==> src/rtl/uncache_store_buffer.sv <==
// uncache_store_buffer
//   Queues committed uncached stores in a small FIFO and drains them one at a time to the AXI
//   bridge's uncache port. Uncached loads are serialised behind every older store so MMIO
//   ordering is preserved. A pipeline stall is raised while a load is outstanding or while a
//   store is presented to a full FIFO.
//
//   Optional feature: define UNCACHE_PERF_EN to add three 32-bit wrap-around performance
//   counters (perf_wr_cnt, perf_rd_cnt, perf_full_cnt). Functional behaviour is unchanged.
//
// Ports
//   clk, rst          clock, synchronous active-high reset
//   st_*              store request from pipeline (st_ready is combinational)
//   ld_*              load request (held until ld_done), result and one-cycle done pulse
//   stall_req         pipeline stall
//   uncache_*         registered request to bridge; uncache_refresh is the completion pulse
//   perf_*            performance counters (UNCACHE_PERF_EN only)
module uncache_store_buffer #(
   parameter int unsigned DEPTH = 4,
   parameter int unsigned PTR_W = 2
) (
   input  logic              clk,
   input  logic              rst,
`ifdef UNCACHE_PERF_EN
   output logic [31:0]       perf_wr_cnt,
   output logic [31:0]       perf_rd_cnt,
   output logic [31:0]       perf_full_cnt,
`endif
   input  logic              st_valid,
   output logic              st_ready,
   input  logic [3:0]        st_wen,
   input  logic [31:0]       st_addr,
   input  logic [31:0]       st_wdata,
   input  logic              ld_valid,
   input  logic [31:0]       ld_addr,
   output logic [31:0]       ld_rdata,
   output logic              ld_done,
   output logic              stall_req,
   output logic              uncache_en,
   output logic [3:0]        uncache_wen,
   output logic [31:0]       uncache_addr,
   output logic [31:0]       uncache_wdata,
   input  logic [31:0]       uncache_rdata,
   input  logic              uncache_refresh
);

   localparam logic [PTR_W:0] CountFull = (PTR_W + 1)'(DEPTH);
   localparam logic [PTR_W:0] CountOne  = (PTR_W + 1)'(1);

   typedef enum logic [1:0] {StIdle, StWrWait, StRdWait} state_e;

   state_e             state_q, state_d;
   logic [PTR_W-1:0]   wr_ptr_q, wr_ptr_d;
   logic [PTR_W-1:0]   rd_ptr_q, rd_ptr_d;
   logic [PTR_W:0]     count_q, count_d;

   logic [3:0]         mem_wen_q   [DEPTH];
   logic [31:0]        mem_addr_q  [DEPTH];
   logic [31:0]        mem_wdata_q [DEPTH];

   logic               en_q, en_d;
   logic [3:0]         wen_q, wen_d;
   logic [31:0]        addr_q, addr_d;
   logic [31:0]        wdata_q, wdata_d;
   logic [31:0]        ld_rdata_q, ld_rdata_d;
   logic               ld_done_q, ld_done_d;

   logic               ld_pending;
   logic               push;
   logic               pop;
   logic [PTR_W-1:0]   rd_ptr_nxt;

   // ld_done masks the still-held ld_valid so the finished load is not reissued.
   assign ld_pending = ld_valid && !ld_done_q;
   assign st_ready   = (count_q != CountFull) && !ld_pending;
   assign stall_req  = ld_pending || (st_valid && (count_q == CountFull));
   // A zero-byte-enable store is handshaken but never occupies an entry.
   assign push       = st_valid && st_ready && (st_wen != 4'h0);
   assign pop        = (state_q == StWrWait) && uncache_refresh;
   assign rd_ptr_nxt = rd_ptr_q + PTR_W'(1);

   always_comb begin
      wr_ptr_d = push ? wr_ptr_q + PTR_W'(1) : wr_ptr_q;
      rd_ptr_d = pop ? rd_ptr_nxt : rd_ptr_q;
      count_d  = count_q;
      if (push && !pop) begin
         count_d = count_q + CountOne;
      end else if (pop && !push) begin
         count_d = count_q - CountOne;
      end
   end

   always_comb begin
      state_d    = state_q;
      en_d       = en_q;
      wen_d      = wen_q;
      addr_d     = addr_q;
      wdata_d    = wdata_q;
      ld_rdata_d = ld_rdata_q;
      ld_done_d  = 1'b0;
      unique case (state_q)
         StIdle: begin
            // Stores always drain before a waiting load.
            if (count_q != '0) begin
               en_d    = 1'b1;
               wen_d   = mem_wen_q[rd_ptr_q];
               addr_d  = mem_addr_q[rd_ptr_q];
               wdata_d = mem_wdata_q[rd_ptr_q];
               state_d = StWrWait;
            end else if (ld_pending) begin
               en_d    = 1'b1;
               wen_d   = 4'h0;
               addr_d  = ld_addr;
               wdata_d = 32'h0;
               state_d = StRdWait;
            end
         end
         StWrWait: begin
            if (uncache_refresh) begin
               if (count_q > CountOne) begin
                  wen_d   = mem_wen_q[rd_ptr_nxt];
                  addr_d  = mem_addr_q[rd_ptr_nxt];
                  wdata_d = mem_wdata_q[rd_ptr_nxt];
               end else if (push) begin
                  // Entry being pushed on this edge becomes the new head; forward it.
                  wen_d   = st_wen;
                  addr_d  = st_addr;
                  wdata_d = st_wdata;
               end else begin
                  en_d    = 1'b0;
                  state_d = StIdle;
               end
            end
         end
         StRdWait: begin
            if (uncache_refresh) begin
               ld_rdata_d = uncache_rdata;
               ld_done_d  = 1'b1;
               en_d       = 1'b0;
               state_d    = StIdle;
            end
         end
         default: begin
            en_d    = 1'b0;
            state_d = StIdle;
         end
      endcase
   end

   always_ff @(posedge clk) begin
      if (rst) begin
         state_q    <= StIdle;
         wr_ptr_q   <= '0;
         rd_ptr_q   <= '0;
         count_q    <= '0;
         en_q       <= 1'b0;
         wen_q      <= 4'h0;
         addr_q     <= 32'h0;
         wdata_q    <= 32'h0;
         ld_rdata_q <= 32'h0;
         ld_done_q  <= 1'b0;
      end else begin
         state_q    <= state_d;
         wr_ptr_q   <= wr_ptr_d;
         rd_ptr_q   <= rd_ptr_d;
         count_q    <= count_d;
         en_q       <= en_d;
         wen_q      <= wen_d;
         addr_q     <= addr_d;
         wdata_q    <= wdata_d;
         ld_rdata_q <= ld_rdata_d;
         ld_done_q  <= ld_done_d;
      end
   end

   // Storage needs no reset: only entries between rd_ptr and wr_ptr are ever read.
   always_ff @(posedge clk) begin
      if (!rst && push) begin
         mem_wen_q[wr_ptr_q]   <= st_wen;
         mem_addr_q[wr_ptr_q]  <= st_addr;
         mem_wdata_q[wr_ptr_q] <= st_wdata;
      end
   end

   assign uncache_en    = en_q;
   assign uncache_wen   = wen_q;
   assign uncache_addr  = addr_q;
   assign uncache_wdata = wdata_q;
   assign ld_rdata      = ld_rdata_q;
   assign ld_done       = ld_done_q;

`ifdef UNCACHE_PERF_EN
   logic [31:0] perf_wr_q, perf_wr_d;
   logic [31:0] perf_rd_q, perf_rd_d;
   logic [31:0] perf_full_q, perf_full_d;

   always_comb begin
      perf_wr_d   = perf_wr_q + (pop ? 32'd1 : 32'd0);
      perf_rd_d   = perf_rd_q + (ld_done_q ? 32'd1 : 32'd0);
      perf_full_d = perf_full_q + ((st_valid && (count_q == CountFull)) ? 32'd1 : 32'd0);
   end

   always_ff @(posedge clk) begin
      if (rst) begin
         perf_wr_q   <= 32'h0;
         perf_rd_q   <= 32'h0;
         perf_full_q <= 32'h0;
      end else begin
         perf_wr_q   <= perf_wr_d;
         perf_rd_q   <= perf_rd_d;
         perf_full_q <= perf_full_d;
      end
   end

   assign perf_wr_cnt   = perf_wr_q;
   assign perf_rd_cnt   = perf_rd_q;
   assign perf_full_cnt = perf_full_q;
`endif

endmodule

==> config.mk <==
export PLATFORM = sky130hd
export DESIGN_NAME = uncache_store_buffer
export DESIGN_NICKNAME = d
export VERILOG_FILES = /design/src/rtl/uncache_store_buffer.sv
export SDC_FILE = /design/constraint.sdc
export NUM_CORES = 1
export LEC_CHECK = 0
export BUFFER_PORTS_ARGS = -buffer_cell sky130_fd_sc_hd__buf_2
export CORE_ASPECT_RATIO = 1.2
export CORE_MARGIN = 3
export CORE_UTILIZATION = 35
export DETAILED_ROUTE_END_ITERATION = 8
export PLACE_DENSITY = 0.63
export SETUP_SLACK_MARGIN = 0.3
export SYNTH_ARGS = -nofsm -noshare
export SYNTH_HDL_FRONTEND = slang
export SYNTH_SLANG_ARGS = --single-unit
==> constraint.sdc <==
create_clock -name clk -period 10.5 [get_ports clk]
set_clock_uncertainty 0.15 [all_clocks]
set_input_delay 1.575 -clock clk [delete_from_list [all_inputs] [get_ports clk]]
set_output_delay 1.575 -clock clk [all_outputs]
set_load 0.02 [all_outputs]
==> impl_metrics.py, run 1 <==
metrics = {
    "outcome": {
        "status": "finished, final reports clean",
    },
    "clocking": {
        "clk_pin_slew_ns": 0.06,
        "clk_path_buf_depth": 3,
        "post-cts-setup-buffers": 0,
        "cts-root-buf": "clkbuf_16",
        "cts_hold_buf": 0,
        "worstSkewPairLatency_ns": 0.56,
        "post_cts_resize_count": 0,
        "cts_buffers": 40,
        "clock_sinks": 385,
        "cts_tree": "built",
        "htreeDepth": 2,
    },
    "final_layout": {
        "nFillCells": 4534,
        "final_area_mm2": 0.02084,
        "area_growth_pct": 16.93,
        "final_cell_mix": "edfxtp_1, buf_2, mux4_2",
        "nNetsFinal": 1574,
        "final_cells": 2105,
        "final_common_cell": "edfxtp_1",
        "layout-drive-gt1-share_pct": 34.29,
    },
    "timing": {
        "fmax_mhz": 215.9,
        "whs_ns": 0.3027,
        "setup-violations-final": 0,
        "slew_violations": 0,
        "tightest_slew_ns": 1.216,
        "rsz0062_at_grt": "false",
        "timing.final.crit_share_pct": 44.12,
        "finalHoldViolCount": 0,
        "slew_headroom_pct": 18.75,
        "min_period_ns": 4.633,
        "fin_tns_setup_ns": 0,
    },
    "worst_setup_path": {
        "critPathKind": "primary input to primary output",
        "crit_slowest_cell": "nor2b_1",
        "cp-start-kind": "primary input",
        "required_ns": 8.78,
        "worstPathArrival_ns": 2.91,
        "cp-end-kind": "primary output",
        "max_stage_delay_ns": 0.81,
        "path_cells": "buf_2 > nor2b_1 > a21oi_1 > nor2_1 > buf_2",
        "crit_top_cell": "buf_2",
        "worstPathMaxFanout": 9,
    },
    "global_routing": {
        "grt_pass1_wl_um": 78350,
        "met1_usage_pct": 23.07,
        "grt_use_met3_pct": 5.403,
        "grt_busiest_layer": "met2",
        "grt_util_all_layers_pct": 19.08,
        "grtUsageMet2_pct": 32.71,
        "antenna_found_initial": 14,
        "first_global_vias": 12838,
        "grt_max_degree": 81,
        "grt_overflow": 0,
    },
    "detailed_routing": {
        "vias": 12267,
        "routed_via_density": 5.828,
        "drt-initial-drc-count": 955,
        "final_antenna_net_count": 0,
        "wl_um": 52140,
        "wl_per_cell_um": 24.77,
        "drc": 0,
        "dr.pass1.iters": 5,
    },
    "pwr": {
        "peakVddDrop_v": 0.0002348,
        "p_leak_nw": 7.483,
        "powerDensity_mw_per_mm2": 247.8,
        "finalPower_mw": 5.165,
    },
    "placement": {
        "gp_congestion": 0.7442,
        "dp.cells": 2023,
        "io_buffers": 240,
        "dp_hpwl_um": 30100,
        "postPlaceCellArea_mm2": 0.01950,
    },
    "logic_synthesis": {
        "synthCells": 1254,
        "ys_seq_elements": 385,
        "synth_warnings": 0,
        "syn-cell-area_mm2": 0.01782,
        "synth_nets": 1400,
        "ys_seq_area_share_pct": 58.52,
        "ys_types": 45,
        "syn_avg_cell_area_um2": 14.21,
    },
    "floorplan": {
        "die_area_mm2": 0.05368,
        "initial_utilization_pct": 35.81,
        "io_pins": 241,
        "coreArea_mm2": 0.04978,
        "die_w_um": 212,
        "num_rows": 89,
        "fp.dieH_um": 253.2,
    },
    "run": {
        "drv_cap": 0,
    },
    "hold_path": {
        "hold_class": "flop to flop",
    },
}
[cells by family (layout without fill, tap and decap cells)]
group | count (synthesis) | in the layout | share of synthesized area, %
flops | 385 | 385 | 58.52
compound gates | 294 | 294 | 12.36
simple gates | 286 | 286 | 7.462
mux | 140 | 140 | 17.41
buf+inv | 135 | 339 | 3.377
fa+ha+maj | 9 | 9 | 0.6318
xor+xnor | 5 | 5 | 0.2457
other cells | 0 | 10 | 0
[Yosys cell counts, drive strengths merged]
master	n	area [µm²]
a211oi	4	35.03
a21oi	109	545.5
a311oi	36	415.4
a31oi	3	18.77
a32o	4	40.04
a41o	28	280.3
and3	4	25.02
buf	55	301.5
clkbuf	72	270.3
clkinv	1	3.750
dfxtp	113	2262
edfxtp	272	8168
ha	9	112.6
inv	7	26.27
mux2i	4	40.04
mux4	136	3063
nand2	125	469.2
nand2b	5	31.28
nand3	94	470.5
nor2	14	62.56
nor2b	3	18.77
nor3	3	15.01
o2111a	1	11.26
o2111ai	1	15.01
o211a	28	280.3
o211ai	38	285.3
o21ai	34	170.2
o21ba	1	10.01
o21bai	1	7.510
o311a	1	10.01
o311ai	1	26.28
o31ai	2	15.01
o32ai	1	8.760
o41ai	1	27.53
or3	38	237.7
xnor2	1	8.760
xor2	4	35.03
[cell type report]
class	instances	area (µm²)	area share, %
Sequential cell	385	10450	50.12
Multi-Input combinational cell	734	6878	33.00
Timing Repair Buffer	259	1346	6.460
Clock buffer	48	1072	5.145
Tap cell	637	797.0	3.824
Clock inverter	24	246.5	1.183
Inverter	8	30.03	0.1441
Antenna cell	10	25.02	0.1201
[final timing paths]
path	start	endpoint	slack, ns	depth (start not counted)
hold reg to reg	ld_rdata[17]	ld_rdata[17]	0.30	2
setup / recovery	ld_valid	stall_req	5.87	5
setup reg to reg	state_q[0]	count_q[2]	6.63	6
hold / removal	ld_rdata[17]	ld_rdata[17]	0.30	2
[critical path, delay by kind of cell]
family	cells	cell delay [ns]
AO/OA/AOI/OAI	1	0.12
AND/OR/NAND/NOR	2	0.95
buffers and inverters	2	0.26
[report_power, final]
part	switching, mW	internal [mW]
logic	1.23	0.610
registers	0.126	1.77
clock network	0.602	0.833
[registers in the layout, indices dropped and copies added (netlist names), named ones only]
name,cells
mem_addr_q,128
mem_wdata_q,128
ld_rdata,32
uncache_addr,32
uncache_wdata,32
mem_wen_q,16
uncache_wen,4
count_q,3
rd_ptr_q,2
state_q,2
wr_ptr_q,2
ld_done,1
uncache_en,1
[per-stage QoR]
| step | util [%] | setup WS [ns] |
|---|---|---|
| 5_1_grt | 41.86 | 5.755 |
| 3_3_place_gp | 39.17 | 5.770 |
| 4_1_cts | 41.82 | 5.820 |
| 2_1_floorplan | - | 5.968 |
| 3_5_place_dp | 39.17 | 5.675 |
| 6_report | 41.87 | 5.867 |
[routing by layer]
metal,up-vias,routed length [µm],part of all wire (%)
li1,5401,-,-
met1,6245,20180,39
met2,525,26190,50
met3,88,4331,8.3
met4,8,1379,2.6
met5,-,53,0.10
No activity file was read; power rests on OpenSTA's default activity.
==> inputs of run 2 (changes only) <==
Settings changed: ABC_AREA set to 1, PLACE_DENSITY 0.63 to 0.65.
Clock period 10.5 ns to 4 ns, I/O delays scaled along.
==> run 2 against run 1 <==
Compared with the run above:
- synthesized cell count is 91% higher
- critical path depth up 5
- combinational power grew to 3.1 times the previous value
- global-route usage rose by 0.36 points
- critical path type is now flop to flop
- critical endpoint is now mem_addr_q[0][7]
- highest routed layer unchanged
==> impl_metrics.py, run 2 <==
metrics = {
    "timing": {
        "slew_violations": 0,
        "tightest_slew_ns": 1.292,
        "finalHoldViolCount": 0,
        "setup-violations-final": 0,
        "rsz0062_at_grt": "false",
        "whs_ns": 0.1255,
        "fin_tns_setup_ns": 0,
        "min_period_ns": 2.911,
        "timing.final.crit_share_pct": 72.77,
        "slew_headroom_pct": 13.90,
        "fmax_mhz": 343.5,
    },
    "detailed_routing": {
        "dr.pass1.iters": 5,
        "drc": 0,
        "wl_um": 56880,
        "routed_via_density": 4.974,
        "wl_per_cell_um": 17.25,
        "final_antenna_net_count": 0,
        "drt-initial-drc-count": 1325,
        "vias": 16405,
    },
    "logic_synthesis": {
        "synthAdderAreaFrac_pct": 0.5957,
        "synth_edf_count": 272,
        "synth_top_family_by_area": "simple AND/OR/NAND/NOR gates",
        "yosys-top-cells-count": "nand2_1, nor2_1, edfxtp_1",
        "syn_avg_cell_area_um2": 7.896,
        "syn-cell-area_mm2": 0.01890,
        "synthArstFlopShare_pct": 0,
        "synth_top_area_share_pct": 43.21,
        "ys_types": 29,
        "ys_seq_elements": 385,
        "synth_most_common_cell": "nand2_1",
        "yosys.area_share.simple_pct": 29.96,
        "synthCells": 2394,
        "synth_top_cell_by_area": "edfxtp_1",
        "synth_warnings": 0,
        "synthTopCellsByArea": "edfxtp_1, nand2_1, dfxtp_1",
        "ys.flop_type": "edfxtp_1",
        "synth_nets": 2540,
        "ys_seq_area_share_pct": 55.18,
        "synthMuxAreaShare_pct": 0,
        "synth-xor-area-share_pct": 0.09267,
        "synth_compound_area_share_pct": 7.241,
    },
    "global_routing": {
        "grt_util_all_layers_pct": 19.44,
        "first_global_vias": 16197,
        "antenna_found_initial": 12,
        "grt_max_degree": 137,
        "grt_overflow": 0,
        "grt_pass1_wl_um": 87980,
    },
    "pwr": {
        "seqPwrFrac_pct": 34.0,
        "finalPower_mw": 14.47,
        "internal-power_mw": 8.734,
        "pwr-share-clk_pct": 27.1,
        "comb_power_share_pct": 38.8,
        "p_sw_share_pct": 39.66,
        "p_sw_mw": 5.740,
        "peakVddDrop_v": 0.0006106,
        "powerDensity_mw_per_mm2": 657.8,
        "p_leak_nw": 9.389,
    },
    "hold_path": {
        "hp-start": "st_wen[3]",
        "hold-path-endpoint": "mem_wen_q[3][3]",
        "holdPathStages": 1,
        "hold_class": "primary input to flop",
    },
    "worst_setup_path": {
        "worstPathArrival_ns": 2.95,
        "path_cells": "inv_2 > ha_1 > nand2_1 > nand2_1 > nor2_1 > nand2_1 > inv_1 > nand2_1 > nor2_4 > buf_4",
        "critPathKind": "flop to flop",
        "crit_slowest_cell": "buf_4",
        "r2r_end": "mem_addr_q[0][7]",
        "cp-start-kind": "flop",
        "worstPathMaxFanout": 26,
        "cp-end-kind": "flop",
        "required_ns": 4.03,
        "crit_top_cell": "nand2_1",
        "max_stage_delay_ns": 0.45,
        "reg2reg_slack_ns": 1.09,
        "crit_buf_inv": 3,
        "crit_family": "simple AND/OR/NAND/NOR gates",
        "r2r-start": "count_q[0]",
        "r2r_cells": 10,
    },
    "floorplan": {
        "initial_utilization_pct": 35.70,
        "die_w_um": 218.2,
        "die_area_mm2": 0.05685,
        "fp.dieH_um": 260.6,
        "coreArea_mm2": 0.05295,
        "io_pins": 241,
        "num_rows": 92,
    },
    "final_layout": {
        "nFillCells": 5305,
        "area_growth_pct": 16.41,
        "layout-drive-gt1-share_pct": 14.41,
        "reg_top3": "mem_addr_q: 128 flops, mem_wdata_q: 128 flops",
        "final_area_mm2": 0.02200,
        "final_cells": 3298,
        "final_cell_mix": "nand2_1, nor2_1, edfxtp_1",
        "nNetsFinal": 2701,
        "final_common_cell": "nand2_1",
    },
    "clocking": {
        "cts_hold_buf": 0,
        "worstSkewPairLatency_ns": 0.56,
        "post_cts_resize_count": 0,
        "clock_sinks": 385,
        "cts-root-buf": "clkbuf_16",
        "cts_tree": "built",
        "htreeDepth": 2,
        "cts_buffers": 42,
        "clk_path_buf_depth": 3,
        "post-cts-setup-buffers": 0,
        "clk_pin_slew_ns": 0.06,
    },
    "placement": {
        "dp.cells": 3216,
        "postPlaceCellArea_mm2": 0.02061,
        "io_buffers": 240,
        "dp_hpwl_um": 33440,
        "gp_congestion": 0.7976,
    },
    "run": {
        "drv_cap": 0,
    },
    "outcome": {
        "status": "finished, final reports clean",
    },
}
-- run 2: cell types whose count changed after synthesis, sizes merged, moves of 38 or more --
cell,previous run,this run
nand2,125,853
nor2,14,358
inv,7,168
mux4,136,0
o21ai,34,151
nand3,94,137
o211ai,38,0
or3,38,0
-- run 2: worst reg2reg max path: stages, from the launching register on --
cell and delay [ns]:
dfxtp_1 0.42, inv_2 0.07, ha_1 0.21, nand2_1 0.09, nand2_1 0.07, nor2_1 0.16
nand2_1 0.17, inv_1 0.11, nand2_1 0.23, nor2_4 0.38, buf_4 0.46
-- run 2: cell type report --
| class | instances | area (µm²) | share of cell area [%] |
|---|---|---|---|
| Inverter | 168 | 641.9 | 2.917 |
| Timing Repair Buffer | 265 | 1414 | 6.425 |
| Multi-Input combinational cell | 1693 | 7227 | 32.84 |
| Tap cell | 705 | 882.1 | 4.009 |
| Clock inverter | 21 | 221.5 | 1.006 |
| Sequential cell | 385 | 10440 | 47.45 |
| Antenna cell | 5 | 12.51 | 0.05686 |
| Clock buffer | 56 | 1165 | 5.294 |
-- run 2: stage by stage --
| step | utilization, % | worst slack [ns] |
|---|---|---|
| floorplan | - | -0.7620 |
| global placement | 38.92 | 1.115 |
| detailed placement | 38.92 | 1.083 |
| CTS | 41.53 | 1.055 |
| global route | 41.55 | 0.8759 |
| finish | 41.56 | 1.089 |
-- run 2: worst max path at each step --
| stage | from | slack (ns) | to | cells past startpoint |
|---|---|---|---|---|
| after floorplan | rst | -0.76 | mem_addr_q[0][0] | 5 |
| after global placement | ld_valid | 1.11 | mem_addr_q[0][7] | 9 |
| after CTS | count_q[0] | 1.06 | mem_addr_q[0][8] | 10 |
| after detailed placement | ld_valid | 1.08 | mem_addr_q[0][10] | 9 |
| final | count_q[0] | 1.09 | mem_addr_q[0][7] | 10 |
| after global routing | count_q[0] | 0.88 | mem_addr_q[0][9] | 10 |
-- run 2: power groups by stage --
stage | Sequential, mW | Clock (mW) | Combinational [mW]
final | 4.93 | 3.93 | 5.62
after global routing | 4.97 | 4.15 | 6.38
after CTS | 4.93 | 4.00 | 5.68
after detailed placement | 5.01 | 0 | 5.65
after global placement | 5.00 | 0 | 5.54
after floorplan | 5.36 | 0 | 3.75
-- run 2: cell families (layout without fill, tap and decap cells) --
| family | Yosys count | in the layout |
|---|---|---|
| buffers and inverters | 316 | 510 |
| flip-flops | 385 | 385 |
| adder cells (fa/ha/maj) | 9 | 9 |
| XOR/XNOR | 2 | 2 |
| AO/OA/AOI/OAI | 272 | 272 |
| other | 0 | 5 |
| AND/OR/NAND/NOR | 1410 | 1410 |
-- run 2: layer usage --
| layer | up-vias | global-route usage (%) | part of all wire (%) |
|---|---|---|---|
| li1 | 8005 | - | - |
| met1 | 7644 | 22.89 | 39 |
| met2 | 618 | 34.86 | 51 |
| met3 | 128 | 3.168 | 6.5 |
| met4 | 10 | 8.465 | 3.6 |
| met5 | - | 0 | 0.12 |
==> inputs of run 3 (changes only) <==
Clock period 4 ns to 2.6 ns, I/O delays scaled along.
==> run 3 against run 2 <==
Compared with the run above:
- register-to-register slack lost 0.70 ns
- wire length is 5.8% higher
- worst hold slack got worse by 0.038 ns
- final area grew 7.0%
==> impl_metrics.py, run 3 (synthesized netlist as in run 2, its figures left out) <==
metrics = {
    "outcome": {
        "status": "finished, final reports clean",
    },
    "detailed_routing": {
        "vias": 17082,
        "wl_um": 60190,
        "drc": 0,
        "drt-initial-drc-count": 1410,
        "final_antenna_net_count": 0,
        "dr.pass1.iters": 7,
        "wl_per_cell_um": 17.51,
        "routed_via_density": 4.970,
    },
    "timing": {
        "slew_headroom_pct": 56.95,
        "min_period_ns": 2.234,
        "finalHoldViolCount": 0,
        "tightest_slew_ns": 0.6457,
        "fmax_mhz": 447.6,
        "setup-violations-final": 0,
        "timing.final.crit_share_pct": 85.93,
        "rsz0062_at_grt": "true",
        "slew_violations": 0,
    },
    "floorplan": {
        "fp.dieH_um": 260.6,
        "num_rows": 92,
        "initial_utilization_pct": 35.70,
        "die_area_mm2": 0.05685,
        "coreArea_mm2": 0.05295,
        "io_pins": 241,
        "die_w_um": 218.2,
    },
    "final_layout": {
        "final_cells": 3437,
        "fin_util_pct": 44.48,
        "area_growth_pct": 24.59,
        "layout-drive-gt1-share_pct": 15.74,
        "nNetsFinal": 2838,
        "reg_top3": "mem_addr_q: 128 flops, mem_wdata_q: 128 flops",
        "final_cell_mix": "nand2_1, nor2_1, edfxtp_1",
        "final_common_cell": "nand2_1",
    },
    "global_routing": {
        "grtUsageMet2_pct": 36.34,
        "grt_util_all_layers_pct": 20.34,
        "grt_max_degree": 105,
        "grt_overflow": 0,
        "grt_busiest_layer": "met2",
        "first_global_vias": 16957,
        "grt_use_met3_pct": 3.319,
        "grt_pass1_wl_um": 91790,
        "antenna_found_initial": 8,
        "met1_usage_pct": 24.80,
    },
    "placement": {
        "dp.cells": 3240,
        "dp_hpwl_um": 35680,
        "gp_congestion": 0.7909,
        "io_buffers": 240,
    },
    "worst_setup_path": {
        "cp-start-kind": "primary input",
        "worstPathMaxFanout": 19,
        "r2r_end": "mem_addr_q[0][9]",
        "critPathKind": "primary input to flop",
        "worstPathArrival_ns": 2.55,
        "r2r_cells": 10,
        "required_ns": 2.91,
        "crit_family": "simple AND/OR/NAND/NOR gates",
        "cp-end-kind": "flop",
        "crit_buf_inv": 3,
        "reg2reg_slack_ns": 0.39,
        "path_cells": "dlygate4sd3_1 > buf_2 > nor2_1 > nand3_1 > nand2_2 > nand3_2 > nand2_8 > buf_4 > nand2_1 > nand2_1 > nor2_1",
        "crit_slowest_cell": "dlygate4sd3_1",
        "r2r-start": "count_q[1]",
        "max_stage_delay_ns": 0.59,
    },
    "clocking": {
        "worstSkewPairLatency_ns": 0.58,
        "htreeDepth": 2,
        "clock_sinks": 385,
        "cts_tree": "built",
        "clk_pin_slew_ns": 0.06,
        "clk_path_buf_depth": 3,
        "cts-root-buf": "clkbuf_16",
        "cts_buffers": 42,
    },
    "hold_path": {
        "hold_class": "primary input to flop",
        "hp-start": "ld_addr[0]",
        "hold-path-endpoint": "uncache_addr[0]",
        "holdPathStages": 6,
    },
    "pwr": {
        "p_leak_nw": 10.05,
        "finalPower_mw": 23.13,
        "peakVddDrop_v": 0.0005681,
        "powerDensity_mw_per_mm2": 982.1,
    },
    "run": {
        "drv_cap": 0,
    },
}
-- run 3: cell types whose count changed in the layout (fill, tap and decap cells not counted), moves of 3 or more --
cell	delta
nand2_2	+4
dlygate4sd3_1	+102
nand2_1	-5
clkinv_2	+5
clkinv_1	-8
buf_4	+13
bufinv_16	-4
clkinvlp_4	+3
clkinv_4	+3
buf_12	+15
nand2_4	+4
-- run 3: repair_timing --
item	CTS	global route
pin swaps	1	2
hold buffers	102	0
setup buffers	0	5
setup endpoints to repair	15	176
cloned	1	5
resized for setup	4	6
endpoints found under the hold margin	310	0
-- run 3: layout make-up --
type	instances	area (µm²)
Clock buffer	54	1136
Clock inverter	24	190.2
Sequential cell	385	10440
Fill cell	5119	29400
Antenna cell	6	15.01
Tap cell	705	882.1
Multi-Input combinational cell	1697	7333
Timing Repair Buffer	398	2908
Inverter	168	644.4
-- run 3: how the worst max path moves through the flow --
stage                               start                 to  slack [ns]  cells after the start
after floorplan                count_q[0]   mem_addr_q[0][0]       -0.05                      9
after global placement    uncache_refresh       ld_rdata[15]        0.31                      4
after detailed placement  uncache_refresh       ld_rdata[20]        0.19                      4
after CTS                      count_q[1]          stall_req        0.30                      5
after global routing            st_wen[1]   uncache_wdata[1]        0.25                     11
final                           st_wen[1]  uncache_wdata[24]        0.37                     11
-- run 3: worst register-to-register path: cells and delay by family, from the launching register on --
kind	cells	cell delay, ns
flops	1	0.35
fa+ha+maj	1	0.17
simple gates	6	0.64
buf+inv	3	0.51
-- run 3: routing by layer --
| metal | wire length [µm] | up-vias |
|---|---|---|
| met5 | 21 | - |
| met4 | 1523 | 4 |
| met3 | 4240 | 111 |
| met2 | 30160 | 649 |
| met1 | 24250 | 8016 |
| li1 | - | 8302 |
-- run 3: where the power goes --
group          internal [mW]  switching (mW)  leakage [nW]
Sequential              7.23           0.371          3.39
Combinational           3.13            6.60          6.01
Clock                   3.23            2.56         0.652
Total                   13.6            9.54          10.1
-- run 3: per-stage QoR --
step	hold WS (ns)	instance area [µm²]	setup WS, ns	setup TNS, ns
floorplan	0.3389	18970	-0.04838	-8.722
finish	0.08704	23550	0.3658	0
CTS	0.06449	23390	0.3015	0
global route	0.1237	23550	0.2468	0
global placement	0.2805	21020	0.3059	0
detailed placement	0.2845	21020	0.1908	0
